`src/rtl/color_pkg.sv`:
```
// Shared types and constants for the color sequencer: RGB struct, fixed palette, FSM states.
package color_pkg;

  typedef struct packed {
    logic [7:0] r;
    logic [7:0] g;
    logic [7:0] b;
  } rgb_t;

  localparam int NUM_COLORS = 8;

  localparam rgb_t PALETTE [0:NUM_COLORS-1] = '{
    24'hFF0000, 24'h00FF00, 24'h0000FF, 24'hFFFF00,
    24'h00FFFF, 24'hFF00FF, 24'hFFFFFF, 24'h000000
  };

  typedef enum logic {
    DWELL = 1'b0,
    FADE  = 1'b1
  } seq_state_t;

endpackage

```
`src/rtl/color_fade_channel.sv`:
```
// One 8-bit color channel that walks toward a target by at most STEP per enable,
// or jumps straight to it on snap.
module color_fade_channel #(
  parameter logic [7:0] INIT = 8'h00,
  parameter int         STEP = 8
) (
  input  logic       clk,
  input  logic       reset,
  input  logic       enable,
  input  logic       snap,
  input  logic [7:0] target,
  output logic [7:0] value,
  output logic       done
);

  localparam logic [7:0] STEP8 = 8'(STEP);

  logic [7:0] value_reg;
  logic [7:0] diff;
  logic [7:0] step_amt;
  logic       rising;

  // Difference is always taken in the non-negative direction, so the step never overshoots.
  always_comb begin
    rising   = (target >= value_reg);
    diff     = rising ? (target - value_reg) : (value_reg - target);
    step_amt = (diff < STEP8) ? diff : STEP8;
  end

  always_ff @(posedge clk) begin
    if (reset) begin
      value_reg <= INIT;
    end else if (snap) begin
      value_reg <= target;
    end else if (enable) begin
      value_reg <= rising ? (value_reg + step_amt) : (value_reg - step_amt);
    end
  end

  assign value = value_reg;
  assign done  = (value_reg == target);

endmodule

```
`src/rtl/color_sequencer.sv`:
```
// Steps through the fixed palette on timer ticks, with pause and manual step.
// Define COLOR_FADE_EN to cross-fade between colors instead of switching instantly.
module color_sequencer
  import color_pkg::*;
#(
  parameter int TICKS_PER_COLOR = 3,
  parameter int FADE_STEP       = 8
) (
  input  logic       clk,
  input  logic       reset,
  input  logic       tick,
  input  logic       pause,
  input  logic       step,
  output logic [7:0] red,
  output logic [7:0] green,
  output logic [7:0] blue,
  output logic [2:0] color_idx,
  output logic       wrap
);

  localparam int CW = (TICKS_PER_COLOR > 1) ? $clog2(TICKS_PER_COLOR) : 1;
  localparam logic [CW-1:0] LAST_CNT = CW'(TICKS_PER_COLOR - 1);
  localparam logic [2:0]    LAST_IDX = 3'(NUM_COLORS - 1);

  if (TICKS_PER_COLOR < 1) begin : g_bad_ticks
    $error("TICKS_PER_COLOR must be at least 1");
  end
  if (FADE_STEP < 1 || FADE_STEP > 255) begin : g_bad_step
    $error("FADE_STEP must be in 1..255");
  end

  logic          eff_tick;
  logic          dwell_adv;
  logic          advance;
  logic          count_en;
  logic [CW-1:0] cnt_reg, cnt_next;
  logic [2:0]    idx_reg, idx_next;
  logic          wrap_reg, wrap_next;

  assign eff_tick  = tick & ~pause;
  // step and a terminal tick in the same cycle still produce a single advance.
  assign dwell_adv = step | (eff_tick & (cnt_reg == LAST_CNT));

`ifdef COLOR_FADE_EN
  seq_state_t state_reg, state_next;
  logic       fade_en;
  logic       snap;
  logic [2:0] done;
  logic [7:0] ch_val [3];
  logic [23:0] target_bits;

  localparam logic [23:0] INIT_BITS = PALETTE[0];

  always_ff @(posedge clk) begin
    if (reset) state_reg <= DWELL;
    else       state_reg <= state_next;
  end
`endif

  always_comb begin
    cnt_next  = cnt_reg;
    idx_next  = idx_reg;
    wrap_next = 1'b0;
    advance   = 1'b0;
    count_en  = 1'b1;
`ifdef COLOR_FADE_EN
    state_next = state_reg;
    fade_en    = 1'b0;
    snap       = 1'b0;
    unique case (state_reg)
      DWELL: begin
        advance = dwell_adv;
        if (dwell_adv) state_next = FADE;
      end
      FADE: begin
        count_en = 1'b0;
        if (step) begin
          snap       = 1'b1;
          state_next = DWELL;
        end else if (&done) begin
          // Leaving FADE is a state change, so it waits while paused.
          if (!pause) state_next = DWELL;
        end else begin
          fade_en = eff_tick;
        end
      end
      default: state_next = DWELL;
    endcase
`else
    advance = dwell_adv;
`endif
    if (advance) begin
      idx_next  = idx_reg + 3'd1;
      wrap_next = (idx_reg == LAST_IDX);
      cnt_next  = '0;
    end else if (count_en && eff_tick) begin
      cnt_next = cnt_reg + 1'b1;
    end
  end

  always_ff @(posedge clk) begin
    if (reset) begin
      cnt_reg  <= '0;
      idx_reg  <= '0;
      wrap_reg <= 1'b0;
    end else begin
      cnt_reg  <= cnt_next;
      idx_reg  <= idx_next;
      wrap_reg <= wrap_next;
    end
  end

`ifdef COLOR_FADE_EN
  // idx_reg already points at the new color while fading toward it.
  assign target_bits = PALETTE[idx_reg];

  for (genvar gi = 0; gi < 3; gi++) begin : g_chan
    color_fade_channel #(
      .INIT (INIT_BITS[23-8*gi -: 8]),
      .STEP (FADE_STEP)
    ) u_chan (
      .clk    (clk),
      .reset  (reset),
      .enable (fade_en),
      .snap   (snap),
      .target (target_bits[23-8*gi -: 8]),
      .value  (ch_val[gi]),
      .done   (done[gi])
    );
  end

  assign red   = ch_val[0];
  assign green = ch_val[1];
  assign blue  = ch_val[2];
`else
  rgb_t rgb_reg;

  always_ff @(posedge clk) begin
    if (reset)        rgb_reg <= PALETTE[0];
    else if (advance) rgb_reg <= PALETTE[idx_next];
  end

  assign red   = rgb_reg.r;
  assign green = rgb_reg.g;
  assign blue  = rgb_reg.b;
`endif

  assign color_idx = idx_reg;
  assign wrap      = wrap_reg;

endmodule

```
`config.mk`:
```
export PLATFORM = sky130hd
export DESIGN_NAME = color_sequencer
export DESIGN_NICKNAME = d
export VERILOG_FILES = /design/src/rtl/color_pkg.sv /design/src/rtl/color_fade_channel.sv /design/src/rtl/color_sequencer.sv
export SDC_FILE = /design/constraint.sdc
export NUM_CORES = 1
export LEC_CHECK = 0
export CORE_UTILIZATION = 36
export CTS_CLUSTER_SIZE = 30
export DETAILED_ROUTE_END_ITERATION = 16
export PLACE_DENSITY = 0.76
export SLEW_MARGIN = 20
export SYNTH_ARGS = -nofsm -noshare
export SYNTH_HDL_FRONTEND = slang
export SYNTH_SLANG_ARGS = --single-unit
```
`constraint.sdc`:
```
create_clock -name clk -period 2.05 [get_ports clk]
set_input_delay 0.205 -clock clk [delete_from_list [all_inputs] [get_ports clk]]
set_output_delay 0.205 -clock clk [all_outputs]
set_load 0.005 [all_outputs]
```
==> flow_metrics.env <==
export IMPL_status="complete, no violations"
export IMPL_n_antenna_cell=0
export IMPL_final_hold_viol_count=0
export IMPL_syn_num_nets=72
export IMPL_synth_cell_types=23
export IMPL_max_stage_delay_ns=0.36
export IMPL_postSynth_asyncResetShare=0
export IMPL_synthToLayoutAreaGrowth_pct=35.6
export IMPL_post_cts_buffers=0
export IMPL_cp_cell_sequence="ha_1 -> ha_1 -> xnor2_1 -> xnor2_1 -> a211o_1"
export IMPL_routabilityCongestion=0.878
export IMPL_powerDensity_mw_per_mm2=622
export IMPL_relSlewSlack=0.775
export IMPL_ff2ff_setup_slack_ns=0.46
export IMPL_dpl_hpwl_um=755
export IMPL_rows=14
export IMPL_r2r_end="red[2]$_SDFFE_PP1P_"
export IMPL_htreeDepth=1
export IMPL_crit_fanout=6
export IMPL_ant_nets=0
export IMPL_syn_avg_cell_area_um2=9.01
export IMPL_power_w=0.000486
export IMPL_rsz0062_at_grt="false"
export IMPL_ctsResizeCount=0
export IMPL_leakagePower_nw=0.309
export IMPL_via_per_inst=4.85
export IMPL_post_synth_top_count_cell="buf_4"
export IMPL_fillers=134
export IMPL_dieWidth_um=42.0
export IMPL_min_period_ns=1.59
export IMPL_yosysTopAreaCell="dfxtp_1"
export IMPL_cp_num_buf_inv=0
export IMPL_critPathRequiredTime_ns=2.20
export IMPL_slew_viol_final=0
export IMPL_grt_overflow=0
export IMPL_tritoncts="yes"
export IMPL_drt_iter0_markers=3
export IMPL_synth_flop_cell="dfxtp_1"
export IMPL_core_area_mm2=0.00151
export IMPL_placed_area_um2=756
export IMPL_ff2ff_path_depth=5
export IMPL_largest_reg_flops=3
export IMPL_tightest_slew_ns=0.337
export IMPL_min_path_cells=2
export IMPL_clock_latency_ns=0.26
export IMPL_hold_end="color_idx[1]$_SDFF_PP0_"
export IMPL_postCtsHoldBufs=0
export IMPL_synth_area_top_cells="dfxtp_1, buf_4, ha_1"
export IMPL_grt_max_degree=10
export IMPL_drc=0
export IMPL_worstSetupStartpointType="flip-flop"
export IMPL_yosys_warnings=0
export IMPL_ys_ff_latch=9
export IMPL_initial_core_util=0.383
export IMPL_syn_inst=64
export IMPL_ios=33
export IMPL_drv_cap=0
export IMPL_seq_area_um2=180
export IMPL_peakVddDrop_v=0.000405
export IMPL_min_from="color_idx[1]$_SDFF_PP0_"
export IMPL_layout_drive_gt1_share=0.0769
export IMPL_end_kind="flip-flop"
export IMPL_stdcell_count=94
export IMPL_hp_class="flip-flop to flip-flop"
export IMPL_hold_ws_ns=0.508
export IMPL_die_y_um=42.0
export IMPL_track_usage=0.128
export IMPL_numCtsBuffers=3
export IMPL_reg2reg_from="color_idx[0]$_SDFF_PP0_"
export IMPL_stdcell_area_um2=782
export IMPL_fmax_mhz=629
export IMPL_detail_route_wl_per_cell_um=10.7
export IMPL_tns_ns=0
export IMPL_cp_data_arrival_time_ns=1.74
export IMPL_dp_cells=90
export IMPL_synth_cells_most_frequent="buf_4, dfxtp_1, nor3_1"
export IMPL_worstSetupPathType="flip-flop to flip-flop"
export IMPL_cp_slowest_cell="dfxtp_1"
export IMPL_synth_edf_count=0
export IMPL_vias=456
export IMPL_place_port_buffers=32
export IMPL_cts_buffer_depth=2
export IMPL_grt_pass1_vias=384
export IMPL_yosys_area_top_type_share=0.312
export IMPL_die_area_mm2=0.00177
export IMPL_grt_pass1_wl_mm=1.68
export IMPL_nNetsFinal=87
export IMPL_finalCritPeriodShare=0.775
export IMPL_cts_sinks=9
export IMPL_firstDrtPassIters=3
export IMPL_multi_input_area_um2=228
export IMPL_routed_wirelength_mm=1.01
export IMPL_antenna_found_initial=0
export IMPL_finalSetupViolCount=0
export IMPL_fin_skew_ns=0.00191
export IMPL_cts_root_buf="clkbuf_4"
export IMPL_synth_area_um2=577
export IMPL_critical_path_top_delay_family="adder cells"
export IMPL_ys_seq_area_frac=0.312
export IMPL_clkTransAtPathRegs_ns=0.06
## cell type report
cell class / count / share of cell area
timing repair buffer: 32 / 0.410
clock buffer: 4 / 0.0336
tap: 16 / 0.0256
multi-input combinational: 31 / 0.291
sequential: 9 / 0.230
inverter: 2 / 0.00960
## tightest hold or removal path: cells and delay by family (launching register included)
family,cells,cell delay (ns)
AOI/OAI and AO/OA,1,0.05
DFF,1,0.32
and+or+nand+nor,1,0.08
## cells by family after synthesis
kind of cell,share of synthesized area
buffers and inverters,0.293
and+or+nand+nor,0.148
AOI/OAI and AO/OA,0.119
DFF,0.312
xor gates and xnor gates,0.0456
adders and majority gates,0.0651
muxes,0.0174
## worst max-delay path by stage
| stage | start | to | slack [ns] | cells after the start |
|---|---|---|---|---|
| 6_report | color_idx[0]$_SDFF_PP0_ | red[2]$_SDFFE_PP1P_ | 0.46 | 5 |
| 5_1_grt | color_idx[0]$_SDFF_PP0_ | red[2]$_SDFFE_PP1P_ | 0.35 | 5 |
| 4_1_cts | color_idx[0]$_SDFF_PP0_ | red[2]$_SDFFE_PP1P_ | 0.46 | 5 |
| 3_5_place_dp | color_idx[0]$_SDFF_PP0_ | red[2]$_SDFFE_PP1P_ | 0.47 | 5 |
| 3_3_place_gp | color_idx[0]$_SDFF_PP0_ | red[2]$_SDFFE_PP1P_ | 0.51 | 5 |
| 2_1_floorplan | color_idx[0]$_SDFF_PP0_ | red[2]$_SDFFE_PP1P_ | 0.53 | 5 |
## through the flow
step	setup WS (ns)	utilization
detailed placement	0.469	0.502
global route	0.348	0.519
finish	0.461	0.519
floorplan	0.532	-
CTS	0.463	0.519
global placement	0.511	0.502
## where the power goes
group          internal [W]  switching (W)  leakage [nW]
Sequential         0.000185      0.0000154        0.0739
Combinational      0.000102      0.0000470         0.220
Clock             0.0000750      0.0000615        0.0150
Total              0.000362       0.000124         0.309
## cells in the final DEF, fill, tap and decap left out
master,count
xnor2_1,3
and3_1,1
clkdlybuf4s50_1,32
nand3b_2,1
ha_1,3
a2111oi_2,1
dfxtp_1,9
a211o_1,1
inv_1,1
and3b_1,2
a211oi_1,1
o21ai_0,1
mux2i_1,1
clkbuf_4,3
inv_2,1
nor2_1,1
o21ai_1,2
and2b_1,1
nand2_1,1
clkbuf_1,1
a21oi_1,3
nand3_1,3
nor3_1,4
a21boi_0,1
## metal layers
| metal | GRT usage | share of wire | up-vias |
|---|---|---|---|
| li1 | - | - | 227 |
| met3 | 0.0388 | 0.087 | 4 |
| met2 | 0.209 | 0.45 | 25 |
| met5 | 0 | 0 | - |
| met1 | 0.140 | 0.45 | 200 |
| met4 | 0.0938 | 0.017 | 0 |
Note: power is estimated with default switching activity, not from simulation.
